### src/rtl/serial_to_parallel_rx_if.sv
// Serial-in / word-out handshake bundle for the serial-to-parallel receiver.
// The master drives the serial stream and consumes words; the slave is the receiver.
interface serial_to_parallel_rx_if #(
  parameter int WIDTH = 4
);
  logic             serial_i;
  logic             valid_i;
  logic             empty_i;
  logic [WIDTH-1:0] out_data_o;
  logic             out_valid_o;
  logic             out_ready_i;

  modport master (
    output serial_i, valid_i, empty_i, out_ready_i,
    input  out_data_o, out_valid_o
  );

  modport slave (
    input  serial_i, valid_i, empty_i, out_ready_i,
    output out_data_o, out_valid_o
  );
endinterface

### src/rtl/serial_to_parallel_rx.sv
// Reassembles an MSB-first serial stream into WIDTH-bit words, checks frame gaps,
// and buffers finished words in a 2-entry valid/ready queue.
module serial_to_parallel_rx #(
  parameter int WIDTH = 4
) (
  input  logic                       clk,
  input  logic                       rst_n,
  serial_to_parallel_rx_if.slave     bus,
  input  logic                       clr_i,
  output logic                       busy_o,
  output logic                       frame_err_o,
  output logic                       overflow_o,
  output logic [7:0]                 word_cnt_o,
  output logic [7:0]                 err_cnt_o
);

  localparam int CW = (WIDTH > 2) ? $clog2(WIDTH) : 1;
  localparam logic [CW-1:0] LAST = CW'(WIDTH - 1);

  typedef enum logic [1:0] {IDLE, SHIFT, GAP} state_e;

  state_e           state_q;
  logic [CW-1:0]    cnt_q;
  logic [WIDTH-1:0] shreg_q;
  logic             frame_err_q;

  logic             both;
  logic             done;
  logic             err;
  logic [WIDTH-1:0] push_word;

  logic [WIDTH-1:0] mem_q [2];
  logic             rd_q;
  logic [1:0]       occ_q, occ_d;
  logic             pop, push_ok;
  logic             wr_idx;

  logic             overflow_q;
  logic [7:0]       word_cnt_q;
  logic [7:0]       err_cnt_q;

  assign both      = bus.valid_i & bus.empty_i;
  assign push_word = {shreg_q[WIDTH-2:0], bus.serial_i};

  // Event decode shared by the FSM, the queue and the counters.
  always_comb begin
    done = 1'b0;
    err  = 1'b0;
    if (both) begin
      err = 1'b1;
    end else begin
      case (state_q)
        SHIFT: begin
          if (bus.valid_i)      done = (cnt_q == LAST);
          else if (bus.empty_i) err  = 1'b1;
        end
        GAP:     err = bus.valid_i;
        default: ;
      endcase
    end
  end

  always_ff @(posedge clk or negedge rst_n) begin
    if (!rst_n) begin
      state_q     <= IDLE;
      cnt_q       <= '0;
      shreg_q     <= '0;
      frame_err_q <= 1'b0;
    end else begin
      frame_err_q <= err;
      if (both) begin
        state_q <= IDLE;
        cnt_q   <= '0;
      end else begin
        case (state_q)
          IDLE: begin
            if (bus.valid_i) begin
              state_q <= SHIFT;
              cnt_q   <= CW'(1);
              shreg_q <= WIDTH'(bus.serial_i);
            end
          end
          SHIFT: begin
            if (bus.valid_i) begin
              shreg_q <= push_word;
              if (done) begin
                state_q <= GAP;
                cnt_q   <= '0;
              end else begin
                cnt_q <= cnt_q + CW'(1);
              end
            end else if (bus.empty_i) begin
              state_q <= IDLE;
              cnt_q   <= '0;
            end
          end
          GAP: begin
            // A bit arriving without a gap still starts the next word.
            if (bus.valid_i) begin
              state_q <= SHIFT;
              cnt_q   <= CW'(1);
              shreg_q <= WIDTH'(bus.serial_i);
            end else if (bus.empty_i) begin
              state_q <= IDLE;
            end
          end
          default: begin
            state_q <= IDLE;
            cnt_q   <= '0;
          end
        endcase
      end
    end
  end

  // Write slot is rd+occ mod 2; when full with a pop this is the slot being freed.
  assign pop     = (occ_q != 2'd0) & bus.out_ready_i;
  assign push_ok = done & ((occ_q != 2'd2) | pop);
  assign wr_idx  = rd_q ^ occ_q[0];

  always_comb begin
    occ_d = occ_q;
    case ({push_ok, pop})
      2'b10:   occ_d = occ_q + 2'd1;
      2'b01:   occ_d = occ_q - 2'd1;
      default: ;
    endcase
  end

  always_ff @(posedge clk or negedge rst_n) begin
    if (!rst_n) begin
      mem_q[0] <= '0;
      mem_q[1] <= '0;
      rd_q     <= 1'b0;
      occ_q    <= 2'd0;
    end else begin
      if (push_ok) mem_q[wr_idx] <= push_word;
      if (pop)     rd_q <= ~rd_q;
      occ_q <= occ_d;
    end
  end

  always_ff @(posedge clk or negedge rst_n) begin
    if (!rst_n) begin
      overflow_q <= 1'b0;
      word_cnt_q <= '0;
      err_cnt_q  <= '0;
    end else if (clr_i) begin
      overflow_q <= 1'b0;
      word_cnt_q <= '0;
      err_cnt_q  <= '0;
    end else begin
      if (done && !push_ok)          overflow_q <= 1'b1;
      if (push_ok)                   word_cnt_q <= word_cnt_q + 8'd1;
      if (err && err_cnt_q != 8'hFF) err_cnt_q  <= err_cnt_q + 8'd1;
    end
  end

  assign bus.out_valid_o = (occ_q != 2'd0);
  assign bus.out_data_o  = (occ_q != 2'd0) ? mem_q[rd_q] : '0;
  assign busy_o          = (state_q == SHIFT);
  assign frame_err_o     = frame_err_q;
  assign overflow_o      = overflow_q;
  assign word_cnt_o      = word_cnt_q;
  assign err_cnt_o       = err_cnt_q;

endmodule

### src/flat_wrapper.sv
// flat-port wrapper written by rule: the top's interface ports become plain ports
module serial_to_parallel_rx_flat 
#(
  parameter int WIDTH = 4
)
  (clk, rst_n, clr_i, busy_o, frame_err_o, overflow_o, word_cnt_o, err_cnt_o, bus_serial_i, bus_valid_i, bus_empty_i, bus_out_ready_i, bus_out_data_o, bus_out_valid_o);
  serial_to_parallel_rx_if #(.WIDTH(WIDTH)) bus_i ();
  input  logic clk;
  input  logic rst_n;
  input  logic clr_i;
  output logic busy_o;
  output logic frame_err_o;
  output logic overflow_o;
  output logic [7:0] word_cnt_o;
  output logic [7:0] err_cnt_o;
  input wire logic [$bits(bus_i.serial_i)-1:0] bus_serial_i;
  input wire logic [$bits(bus_i.valid_i)-1:0] bus_valid_i;
  input wire logic [$bits(bus_i.empty_i)-1:0] bus_empty_i;
  input wire logic [$bits(bus_i.out_ready_i)-1:0] bus_out_ready_i;
  output wire logic [$bits(bus_i.out_data_o)-1:0] bus_out_data_o;
  output wire logic [$bits(bus_i.out_valid_o)-1:0] bus_out_valid_o;
  assign bus_i.serial_i = bus_serial_i;
  assign bus_i.valid_i = bus_valid_i;
  assign bus_i.empty_i = bus_empty_i;
  assign bus_i.out_ready_i = bus_out_ready_i;
  assign bus_out_data_o = bus_i.out_data_o;
  assign bus_out_valid_o = bus_i.out_valid_o;
  serial_to_parallel_rx #(.WIDTH(WIDTH)) u_core (.clk(clk), .rst_n(rst_n), .bus(bus_i), .clr_i(clr_i), .busy_o(busy_o), .frame_err_o(frame_err_o), .overflow_o(overflow_o), .word_cnt_o(word_cnt_o), .err_cnt_o(err_cnt_o));
endmodule
### config.mk
export PLATFORM = sky130hd
export DESIGN_NAME = serial_to_parallel_rx_flat
export DESIGN_NICKNAME = d
export VERILOG_FILES = /design/src/rtl/serial_to_parallel_rx_if.sv /design/src/rtl/serial_to_parallel_rx.sv /design/src/flat_wrapper.sv
export SDC_FILE = /design/constraint.sdc
export NUM_CORES = 1
export LEC_CHECK = 0
export ABC_AREA = 1
export BUFFER_PORTS_ARGS = -buffer_cell sky130_fd_sc_hd__buf_2
export CORE_MARGIN = 5
export CORE_UTILIZATION = 38
export DETAILED_ROUTE_END_ITERATION = 10
export GPL_ROUTABILITY_DRIVEN = 0
export HOLD_SLACK_MARGIN = 0.02
export PLACE_DENSITY = 0.54
export SLEW_MARGIN = 20
export SYNTH_ARGS = -nofsm -noshare
export SYNTH_HDL_FRONTEND = slang
export SYNTH_SLANG_ARGS = --single-unit
### constraint.sdc
create_clock -name clk -period 2.3 [get_ports clk]
set_clock_uncertainty 0.2 [all_clocks]
set_input_delay 0.46 -clock clk [delete_from_list [all_inputs] [get_ports clk]]
set_output_delay 0.46 -clock clk [all_outputs]
set_load 0.005 [all_outputs]
Word-level counts from Yosys, hierarchy flattened
Cells that the tools add are included.
{ "word_totals": {"ff_bits": 36, "wordCells": 92, "inputBits": 7, "out_inout_bits": 24} }
{ "op_classes": {"n_bitwise": 9, "mux": 36, "n_lt_le_gt_ge": 3, "eq_ne": 13, "add_sub_neg": 5, "reduce_logical": 15} }
{ "ops": {"columns": ["op", "count"], "rows": [
  ["$mux 8", 4],
  ["$mux 2", 10],
  ["$mux 4", 5],
  ["$add 8x1->8 const B", 2],
  ["$reduce_bool 2->1", 6],
  ["$bwmux 8", 1],
  ["$mux 1", 8],
  ["$ne 8x8->1 const B", 1],
  ["$pmux 2 s2", 2],
  ["$eq 2x2->1 const B", 3],
  ["$mux 3", 2],
  ["$pmux 2 s3", 1],
  ["$pmux 3 s2", 1],
  ["$add 2x1->2 const B", 2],
  ["$demux 4 s1", 1],
  ["$eq 2x1->1 const B", 2],
  ["$ge 2x2->1 const B", 2],
  ["$ne 2x1->1 const B", 2],
  ["$ne 4x1->1 const B", 1],
  ["$ne 4x2->1 const B", 1],
  ["$not 1->2", 2],
  ["$reduce_and 2->1", 2],
  ["$reduce_and 4->1", 1],
  ["$and 1x1->1", 3],
  ["other kinds (13)", 16]
]} }

Logic depth before layout (Yosys ltp)
Gate-level depths: netlist (run 1).
{ "depth": {"depth_word": 9, "depth_mapped": 10, "ltp_nobuf": 10} }

Worst setup path after synthesis (run 1)
No wires, ideal clock.
{ "synth_timing": {"path_type": "reg-to-reg", "from": "register u_core.state_q[1]", "to": "register u_core.occ_q[1]", "arrival_time_ns": 1.750, "required_time_ns": 1.976, "path_slack_ns": 0.226, "stages_incl_launch_ff": 10, "synth_period_minus_slack_ns": 2.074, "setup_ns": 0.124, "cell_sequence": "dfrtp_1 > inv_1 > ha_1 > nand2_2 > nor3_4 > nand2_2 > ha_1 > a21oi_1 > o21ai_0 > xnor2_1"} }
{ "synth_via": {"elab_chain_cells": 6, "elab_cells_between_ends": 8} }
{ "synth_rtl": {"columns": ["item", "line_no", "source"], "rows": [
  ["start, declared", "serial_to_parallel_rx.sv:22", "state_e state_q;"],
  ["start signal, assigned", "serial_to_parallel_rx.sv:65", "state_q <= IDLE;"],
  ["start signal, assigned", "serial_to_parallel_rx.sv:72", "state_q <= IDLE;"],
  ["start signal, assigned", "serial_to_parallel_rx.sv:78", "state_q <= SHIFT;"],
  ["$eq 2x1->1 *", null, null],
  ["net busy_o", "flat_wrapper.sv:11", "output logic busy_o;"],
  ["$mux 1 *", "serial_to_parallel_rx.sv:52", "case (state_q)"],
  ["$mux 1 *", "serial_to_parallel_rx.sv:49", "if (both) begin"],
  ["$and 1x1->1 *", "serial_to_parallel_rx.sv:118", "assign push_ok = done & ((occ_q != 2'd2) | pop);"],
  ["$eq 2x1->1 or $eq 2x2->1 (tied branches)", "serial_to_parallel_rx.sv:123", "case ({push_ok, pop})"],
  ["$pmux 2 s2 or $reduce_bool 2->1 (tied branches)", null, null],
  ["end signal, assigned", "serial_to_parallel_rx.sv:135", "occ_q <= 2'd0;"],
  ["end signal, assigned", "serial_to_parallel_rx.sv:139", "occ_q <= occ_d;"],
  ["end, declared", "serial_to_parallel_rx.sv:34", "logic [1:0] occ_q, occ_d;"]
]} }
Mark *: on every way through the listed nets, which the timed path passes. The rest lies on a longest branch.
A chain may end at the register's enable or synchronous reset.

Final worst setup path (run 1)
{ "layout_timing": {"from": "register u_core.state_q[1]", "to": "register u_core.occ_q[1]"} }
{ "layout_via": {"elab_chain_cells": 6, "elab_cells_between_ends": 8} }
{ "layout_rtl": {"columns": ["item", "line_no"], "rows": [
  ["$eq 2x1->1 *", "serial_to_parallel_rx.sv:52"],
  ["$mux 1 *", "serial_to_parallel_rx.sv:52"],
  ["$mux 1 *", "serial_to_parallel_rx.sv:49"],
  ["$and 1x1->1 *", "serial_to_parallel_rx.sv:118"],
  ["$eq 2x1->1 or $eq 2x2->1 (tied branches)", "serial_to_parallel_rx.sv:123"],
  ["$pmux 2 s2 or $reduce_bool 2->1 (tied branches)", null]
]} }
Mark *: on every way between the ends. The rest lies on a longest branch, timed or not.

==> flow_metrics.env, run 1 <==
export IMPL_viasPerCell=4.74
export IMPL_synth_top_area_share_pct=42.0
export IMPL_p_int_mw=1.21
export IMPL_antenna_found_initial=0
export IMPL_ys_async_sr_fraction_pct=100
export IMPL_hold_path_class="in2reg"
export IMPL_fmax_mhz=463
export IMPL_cts_tree="done"
export IMPL_syn_area_per_cell_um2=7.91
export IMPL_start_util_pct=38.9
export IMPL_switching_power_uw=704
export IMPL_diodes=0
export IMPL_maxCapViolCount=0
export IMPL_swShare_pct=36.8
export IMPL_clock_sinks=36
export IMPL_synth_top_cell_by_area="dfrtp_1"
export IMPL_final_hold_violation_count=0
export IMPL_m1WireLength_mm=2.30
export IMPL_fin_setup_tns_ps=0
export IMPL_highest_layer="met4"
export IMPL_path_class="reg2reg"
export IMPL_cts_root_buffer="clkbuf_8"
export IMPL_via_count=1821
export IMPL_finalCritPeriodShare_pct=94.0
export IMPL_grt_pass1_wl_mm=8.16
export IMPL_setup_viol=0
export IMPL_portBuffers=30
export IMPL_crit_path_start_kind="flop"
export IMPL_htreeDepth=2
export IMPL_final_nets=326
export IMPL_rows=27
export IMPL_postRouteAntennaNets=0
export IMPL_synth_area_um2=2140
export IMPL_fillCellCount=570
export IMPL_first_pass_iters=4
export IMPL_drv_slew=0
export IMPL_place_ws_ps=140
export IMPL_syn_nets=286
export IMPL_cts_clk_slew_worst_paths_ps=80
export IMPL_overflow=0
export IMPL_power_mw=1.91
export IMPL_muxShareOfSynthArea_pct=0
export IMPL_powerDensity_nw_per_um2=758
export IMPL_p_seq_share_pct=44.0
export IMPL_cp_data_required_time_ps=2280
export IMPL_worstPathCellList="inv_1 > ha_1 > nand2_2 > nor3_4 > nand2_2 > ha_1 > a21oi_1 > o21ai_0 > xnor2_1"
export IMPL_synth_warnings=0
export IMPL_wl_met3_um=170
export IMPL_synth_area_leaders="dfrtp_1, nand2_1, inv_1"
export IMPL_grt_pass1_vias=1799
export IMPL_arrival_ps=2140
export IMPL_synthMostInstantiatedCell="nand2_1"
export IMPL_max_slew_margin_rel_pct=69.6
export IMPL_synth_seq_cells=36
export IMPL_die_x_um=85.1
export IMPL_cpPeakStageDelay_ps=430
export IMPL_cts_buffer_depth=2
export IMPL_tightest_slew_ps=453
export IMPL_synth_flop_cell="dfrtp_1"
export IMPL_die_area_um2=7250
export IMPL_dpl_cell_area_um2=2420
export IMPL_cts_buffers=5
export IMPL_min_period_ps=2160
export IMPL_synth_xor_area_share_pct=2.45
export IMPL_setup_slack_ps=139
export IMPL_fin_area_um2=2520
export IMPL_synth_edf_count=0
export IMPL_final_seq_area_um2=901
export IMPL_final_core_util_pct=45.8
export IMPL_synth_simple_area_share_pct=33.7
export IMPL_syn_inst=271
export IMPL_endpoint_kind="flop"
export IMPL_synth_seq_area_share_pct=42.0
export IMPL_drc_errors=0
export IMPL_ir_worst_vdd_uv=449
export IMPL_place_hpwl_mm=3.41
export IMPL_grt_usage_pct=13.7
export IMPL_path_max_fanout=6
export IMPL_synth_compound_area_share_pct=10.2
export IMPL_boundaryPins=31
export IMPL_synth_distinct_cells=32
export IMPL_synth_fa_ha_area_share_pct=4.67
export IMPL_pwr_share_comb_pct=31.1
export IMPL_p_clk_share_pct=24.9
export IMPL_clock_latency_ps=290
export IMPL_drive_gt1_share_pct=22.1
export IMPL_synth_top_family_by_area="simple AND/OR/NAND/NOR gates"
export IMPL_crit_slowest_cell="dfrtp_1"
export IMPL_post_cts_buffers=0
export IMPL_dr_wl_met2_mm=2.09
export IMPL_fp_dieH_um=85.1
export IMPL_wl_per_cell_um=12.0
export IMPL_drt_iter0_drc=60
export IMPL_grt_max_degree=37
export IMPL_multi_input_area_um2=1090
export IMPL_syn2layout_area_growth_pct=17.5
export IMPL_rsz0062_at_grt="false"
export IMPL_status="completed"
export IMPL_routed_wl_mm=4.62
export IMPL_leakagePower_nw=1.31
export IMPL_synthTopCellsByCount="nand2_1, dfrtp_1, inv_1, nand3_1, nor2_1"
export IMPL_coreArea_um2=5510
-- power groups by stage --
stage | combinational [mW] | clock, mW | sequential, mW
floorplan | 0.462 | 0 | 0.802
global placement | 0.601 | 0 | 0.854
detailed placement | 0.598 | 0 | 0.853
CTS | 0.603 | 0.498 | 0.841
global route | 0.684 | 0.529 | 0.862
finish | 0.594 | 0.476 | 0.841
-- sequential cells by signal (all words and copies together), names as in the netlist --
| name | cells |
|---|---|
| u_core.state_q | 2 |
| u_core.rd_q | 1 |
| u_core.word_cnt_o | 8 |
| u_core.frame_err_o | 1 |
| u_core.cnt_q | 2 |
| u_core.mem_q | 8 |
| u_core.err_cnt_o | 8 |
| u_core.shreg_q | 3 |
| u_core.overflow_o | 1 |
| u_core.occ_q | 2 |
-- final timing paths --
path,slack (ps),endpoint,depth (start not counted),startpoint
setup / recovery,140,u_core.occ_q[1],9,u_core.state_q[1]
min in group asynchronous,460,u_core.frame_err_o,3,rst_n
hold reg to reg,290,u_core.mem_q[4],2,u_core.mem_q[4]
max in group asynchronous,1250,u_core.shreg_q[1],3,rst_n
setup reg to reg,140,u_core.occ_q[1],9,u_core.state_q[1]
hold / removal,270,u_core.mem_q[4],3,bus_serial_i
-- area by class of cell --
type,count,area share (%)
well taps,72,3.57
multi-input cells,198,43.4
repair buffers,37,8.64
flip-flops and latches,36,35.7
clock buffers,6,3.28
inverters,33,4.97
clock inverters,2,0.397
-- layer usage --
layer	track usage, %	vias to the layer above
li1	-	957
met2	22.5	27
met1	17.7	832
met5	0	-
met4	3.88	0
met3	3.69	5
-- cells in the final DEF (no fill, tap or decap), types with 8 or more instances in the layout --
master	n
o21ai_0	10
dfrtp_1	36
nand2_1	87
inv_1	28
buf_2	30
ha_1	8
a21oi_1	8
nor2_1	16
nand3_1	21
-- cell families after synthesis --
| kind of cell | Yosys count |
|---|---|
| and+or+nand+nor | 148 |
| buffers and inverters | 37 |
| AOI/OAI and AO/OA | 36 |
| DFF | 36 |
| adders and majority gates | 8 |
| xor gates and xnor gates | 6 |
-- critical path, delay by kind of cell (launching register included) --
kind	cells	cell delay, ps
xor gates and xnor gates	1	130
AOI/OAI and AO/OA	2	230
DFF	1	430
and+or+nand+nor	3	390
adders and majority gates	2	570
buffers and inverters	1	100
-- metrics by stage --
step	instances	hold slack (ps)
after floorplan	271	-35.6
after global placement	375	244
after detailed placement	375	246
after CTS	384	264
after global routing	384	285
final	384	271
-- what timing repair did --
| action | CTS | global route |
|---|---|---|
| hold buffers | 1 | 0 |
| hold endpoints to repair | 36 | 0 |
| resized for setup | 0 | 0 |
(Power assumes the default switching activity.)
==> run 2, diff against run 1 <==
CTS_CLUSTER_DIAMETER = 100   (was default)
MAX_ROUTING_LAYER = met4   (was default)
PLACE_DENSITY = 0.64   (was 0.54)
==> run 2 against run 1 <==
  * Cell count fell by 0.52%
  * Design area decreased by 0.79%
  * Core utilization is 0.36 points lower
  * Via count is 1.4% lower
==> flow_metrics.env, run 2 (synthesis results as in run 1) <==
export IMPL_status="completed"
export IMPL_crit_path_start_kind="flop"
export IMPL_cp_data_required_time_ps=2270
export IMPL_coreArea_um2=5510
export IMPL_final_cell_mix="nand2_1, dfrtp_1, buf_2, inv_1, nand3_1"
export IMPL_htreeDepth=2
export IMPL_final_hold_violation_count=0
export IMPL_via_count=1795
export IMPL_grt_pass1_vias=1877
export IMPL_diodes=0
export IMPL_maxCapViolCount=0
export IMPL_max_slew_margin_rel_pct=65.7
export IMPL_antenna_found_initial=0
export IMPL_final_nets=325
export IMPL_fillCellCount=581
export IMPL_min_to="u_core.mem_q[4]"
export IMPL_worstReg2RegEnd="u_core.occ_q[1]"
export IMPL_final_seq_area_um2=901
export IMPL_endpoint_kind="flop"
export IMPL_post_cts_buffers=0
export IMPL_grt_pass1_wl_mm=8.25
export IMPL_crit_path_start="u_core.state_q[1]"
export IMPL_reg2reg_depth=9
export IMPL_path_max_fanout=6
export IMPL_portBuffers=30
export IMPL_cpPeakStageDelay_ps=440
export IMPL_first_pass_iters=4
export IMPL_clock_sinks=36
export IMPL_boundaryPins=31
export IMPL_wl_per_cell_um=11.6
export IMPL_min_period_ps=2120
export IMPL_path_class="reg2reg"
export IMPL_hold_depth=3
export IMPL_cp_num_buf_inv=1
export IMPL_grt_max_degree=20
export IMPL_fp_dieH_um=85.1
export IMPL_setup_viol=0
export IMPL_cts_tree="done"
export IMPL_rrSetupSlack_ps=180
export IMPL_arrival_ps=2100
export IMPL_final_common_cell="nand2_1"
export IMPL_ir_worst_vdd_uv=289
export IMPL_cts_buffer_depth=2
export IMPL_cp_top_family="adder cells"
export IMPL_fmax_mhz=471
export IMPL_finalCritPeriodShare_pct=92.3
export IMPL_powerDensity_nw_per_um2=743
export IMPL_clock_latency_ps=280
export IMPL_overflow=0
export IMPL_cp_common_cell="nand2_2"
export IMPL_syn2layout_area_growth_pct=16.6
export IMPL_worstPathCellList="inv_1 > ha_2 > nand2_2 > nor3_4 > nand2_2 > ha_1 > a21oi_1 > o21ai_0 > xnor2_1"
export IMPL_grt_usage_pct=14.3
export IMPL_multi_input_area_um2=1100
export IMPL_drv_slew=0
export IMPL_leakagePower_nw=1.30
export IMPL_final_core_util_pct=45.4
export IMPL_drt_iter0_drc=84
export IMPL_routed_wl_mm=4.45
export IMPL_cts_clk_slew_worst_paths_ps=70
export IMPL_cts_root_buffer="clkbuf_8"
export IMPL_hold_start="bus_serial_i"
export IMPL_drive_gt1_share_pct=21.6
export IMPL_cts_buffers=5
export IMPL_tightest_slew_ps=511
export IMPL_die_area_um2=7250
export IMPL_fin_setup_tns_ps=0
export IMPL_die_x_um=85.1
export IMPL_crit_slowest_cell="dfrtp_1"
export IMPL_hold_path_class="in2reg"
export IMPL_drc_errors=0
export IMPL_viasPerCell=4.70
export IMPL_postRouteAntennaNets=0
export IMPL_place_hpwl_mm=3.46
export IMPL_rsz0062_at_grt="false"
export IMPL_r2r_start="u_core.state_q[1]"
export IMPL_start_util_pct=38.9
export IMPL_rows=27
==> run 2: per-layer routing <==
| layer | part of all wire (%) | global-route usage, % | vias up |
|---|---|---|---|
| met2 | 45 | 21.8 | 24 |
| met5 | 0 | - | - |
| li1 | - | - | 947 |
| met1 | 50 | 18.8 | 819 |
| met3 | 3.5 | 2.82 | 5 |
| met4 | 1.4 | 5.04 | 0 |
==> run 2: what timing repair did <==
item | 4_1_cts | 5_1_grt
hold buffers | 1 | 0
gates resized for setup | 0 | 1
endpoints found under the hold margin | 18 | 0
endpoints found under the setup margin | 0 | 1
==> run 2: report_power, final <==
| part | internal, mW | switching (mW) |
|---|---|---|
| Clock | 0.206 | 0.215 |
| Combinational | 0.238 | 0.356 |
| Sequential | 0.732 | 0.112 |
| Total | 1.18 | 0.683 |
==> run 2: metrics by stage <==
step,worst slack (ps),total power [mW],instances,cell area [um^2],hold slack (ps)
after floorplan,226,1.26,271,2140,-35.6
after global placement,221,1.44,374,2410,243
after detailed placement,143,1.45,374,2410,241
after CTS,131,1.89,382,2500,263
after global routing,21.9,2.02,382,2500,293
final,176,1.86,382,2500,275
==> run 2: worst min-delay path, cell delays in order <==
cell,delay (ps)
buf_2,80
inv_1,60
o21ai_2,130
==> run 2: worst max path at each step <==
stage | to | slack [ps] | depth (start not counted)
6_report | u_core.occ_q[1] | 180 | 9
5_1_grt | u_core.occ_q[1] | 20 | 9
4_1_cts | u_core.occ_q[1] | 130 | 9
3_5_place_dp | u_core.occ_q[1] | 140 | 9
3_3_place_gp | u_core.occ_q[1] | 220 | 9
2_1_floorplan | u_core.occ_q[1] | 230 | 9
==> run 2: final cells by class <==
type                            instances  area share [%]
Clock buffer                            6            2.90
Multi-Input combinational cell        198            43.8
Sequential cell                        36            36.0
Timing Repair Buffer                   36            8.41
Inverter                               33            5.01
Tap cell                               72            3.60
Clock inverter                          1           0.200
==> run 3, diff against run 2 <==
ABC_AREA = 0   (was 1)
CAP_MARGIN = 20   (was default)
==> run 3 against run 2 <==
  * Count of clock-buffer cells in the layout is the same
  * Flip-flop and latch count stayed put
  * Die area is 6.3% lower
  * Design area decreased by 6.5%
  * Largest cell class unchanged
==> flow_metrics.env, run 3 <==
export IMPL_status="completed"
export IMPL_cpPeakStageDelay_ps=380
export IMPL_portBuffers=30
export IMPL_clock_latency_ps=290
export IMPL_cp_top_family="adder cells"
export IMPL_place_hpwl_mm=2.88
export IMPL_tightest_slew_ps=466
export IMPL_endpoint_kind="flop"
export IMPL_crit_slowest_cell="dfrtp_1"
export IMPL_final_hold_violation_count=0
export IMPL_synthTopCellsByCount="dfrtp_1, nor2_1, mux2_2, a21oi_1, xnor2_1"
export IMPL_drc_errors=0
export IMPL_synth_top_family_by_area="simple AND/OR/NAND/NOR gates"
export IMPL_antenna_found_initial=0
export IMPL_grt_usage_pct=13.3
export IMPL_cts_tree="done"
export IMPL_grt_pass1_wl_mm=6.87
export IMPL_cts_buffer_depth=2
export IMPL_drt_iter0_drc=68
export IMPL_fin_setup_tns_ps=0
export IMPL_rows=26
export IMPL_fp_dieH_um=82.4
export IMPL_synth_warnings=0
export IMPL_syn_nets=204
export IMPL_rrSetupSlack_ps=200
export IMPL_synth_xor_area_share_pct=5.28
export IMPL_htreeDepth=2
export IMPL_die_x_um=82.4
export IMPL_muxShareOfSynthArea_pct=10.2
export IMPL_worstReg2RegEnd="u_core.occ_q[1]"
export IMPL_hold_path_class="in2async"
export IMPL_drive_gt1_share_pct=27.9
export IMPL_drv_slew=0
export IMPL_coreArea_um2=5110
export IMPL_leakagePower_nw=1.14
export IMPL_synth_top_area_share_pct=45.3
export IMPL_synth_top_cell_by_area="dfrtp_1"
export IMPL_die_area_um2=6790
export IMPL_finalCritPeriodShare_pct=91.1
export IMPL_reg2reg_depth=7
export IMPL_grt_busiest_layer="met2"
export IMPL_syn_area_per_cell_um2=10.5
export IMPL_worstPathCellList="inv_1 > ha_2 > nand4b_4 > or2_4 > ha_1 > nor2_1 > xor2_1"
export IMPL_postRouteAntennaNets=0
export IMPL_synth_area_um2=1990
export IMPL_synth_area_leaders="dfrtp_1, mux2_2, ha_1"
export IMPL_crit_path_start_kind="flop"
export IMPL_path_max_fanout=6
export IMPL_synth_flop_cell="dfrtp_1"
export IMPL_final_cell_mix="dfrtp_1, buf_2, nor2_1, mux2_2"
export IMPL_overflow=0
export IMPL_cts_buffers=5
export IMPL_grt_pass1_vias=1529
export IMPL_final_core_util_pct=45.8
export IMPL_final_nets=240
export IMPL_cts_clk_slew_worst_paths_ps=80
export IMPL_ctsHoldBuffers=0
export IMPL_final_common_cell="dfrtp_1"
export IMPL_met1_usage_pct=16.8
export IMPL_first_pass_iters=4
export IMPL_arrival_ps=2100
export IMPL_synth_edf_count=0
export IMPL_ys_async_sr_fraction_pct=100
export IMPL_viasPerCell=4.98
export IMPL_grt_use_met2_pct=20.9
export IMPL_cp_num_buf_inv=1
export IMPL_synth_compound_area_share_pct=9.24
export IMPL_syn2layout_area_growth_pct=17.5
export IMPL_post_cts_buffers=0
export IMPL_min_period_ps=2100
export IMPL_diodes=0
export IMPL_start_util_pct=39.0
export IMPL_setup_viol=0
export IMPL_cp_data_required_time_ps=2300
export IMPL_cts_root_buffer="clkbuf_8"
export IMPL_grt_max_degree=37
export IMPL_max_slew_margin_rel_pct=68.9
export IMPL_boundaryPins=31
export IMPL_synth_seq_area_share_pct=45.3
export IMPL_maxCapViolCount=0
export IMPL_multi_input_area_um2=1010
export IMPL_grt_util_met3_pct=3.04
export IMPL_wl_per_cell_um=13.0
export IMPL_final_seq_area_um2=901
export IMPL_clock_sinks=36
export IMPL_syn_inst=189
export IMPL_powerDensity_nw_per_um2=846
export IMPL_synthMostInstantiatedCell="dfrtp_1"
export IMPL_synth_seq_cells=36
export IMPL_rsz0062_at_grt="false"
export IMPL_via_count=1474
export IMPL_routed_wl_mm=3.85
export IMPL_fmax_mhz=477
export IMPL_synth_fa_ha_area_share_pct=5.03
export IMPL_ir_worst_vdd_uv=334
export IMPL_fillCellCount=506
export IMPL_power_mw=1.98
export IMPL_synth_simple_area_share_pct=20.7
export IMPL_synth_distinct_cells=46
export IMPL_r2r_start="u_core.state_q[1]"
export IMPL_path_class="reg2reg"
-- run 3: worst max path at each step --
stage,from,to,cells after the start
2_1_floorplan,u_core.state_q[1],u_core.occ_q[1],9
3_3_place_gp,u_core.state_q[1],u_core.occ_q[1],7
3_5_place_dp,u_core.state_q[1],u_core.occ_q[1],7
4_1_cts,u_core.state_q[1],u_core.occ_q[1],7
5_1_grt,u_core.state_q[1],u_core.occ_q[1],7
6_report,u_core.state_q[1],u_core.occ_q[1],7
-- run 3: repair_timing --
item / CTS / global route
endpoints found under the hold margin: 0 / 0
gates resized for setup: 0 / 2
endpoints found under the setup margin: 0 / 3
-- run 3: power breakdown --
part / switching (mW) / internal (mW) / leakage [nW]
clock network: 0.221 / 0.322 / 0.0552
logic: 0.306 / 0.288 / 0.597
registers: 0.114 / 0.726 / 0.486
-- run 3: cell type report --
type                            count  share of cell area [%]
Multi-Input combinational cell    137                    43.2
Clock buffer                        6                    3.10
Sequential cell                    36                    38.5
Tap cell                           70                    3.75
Inverter                            8                    1.28
Clock inverter                      2                    1.50
Timing Repair Buffer               37                    8.67
-- run 3: kinds of logic after synthesis --
logic type,after synthesis
adders and majority gates,8
xor gates and xnor gates,12
muxes,19
buffers and inverters,16
AOI/OAI and AO/OA,28
and+or+nand+nor,70
DFF,36
-- run 3: routing by layer --
metal  vias to the layer above  wire, um
met5                         -         0
met4                         0        47
met3                         7       196
met2                        35      1810
met1                       699      1790
li1                        733         -
-- run 3: through the flow --
step	setup slack, ps	area [um^2]	instances	hold slack (ps)
3_3_place_gp	163	2230	288	280
5_1_grt	29.5	2340	296	37.8
4_1_cts	50.5	2330	296	22.9
2_1_floorplan	68.8	1990	189	-35.6
3_5_place_dp	87.9	2230	288	289
6_report	205	2340	296	8.00
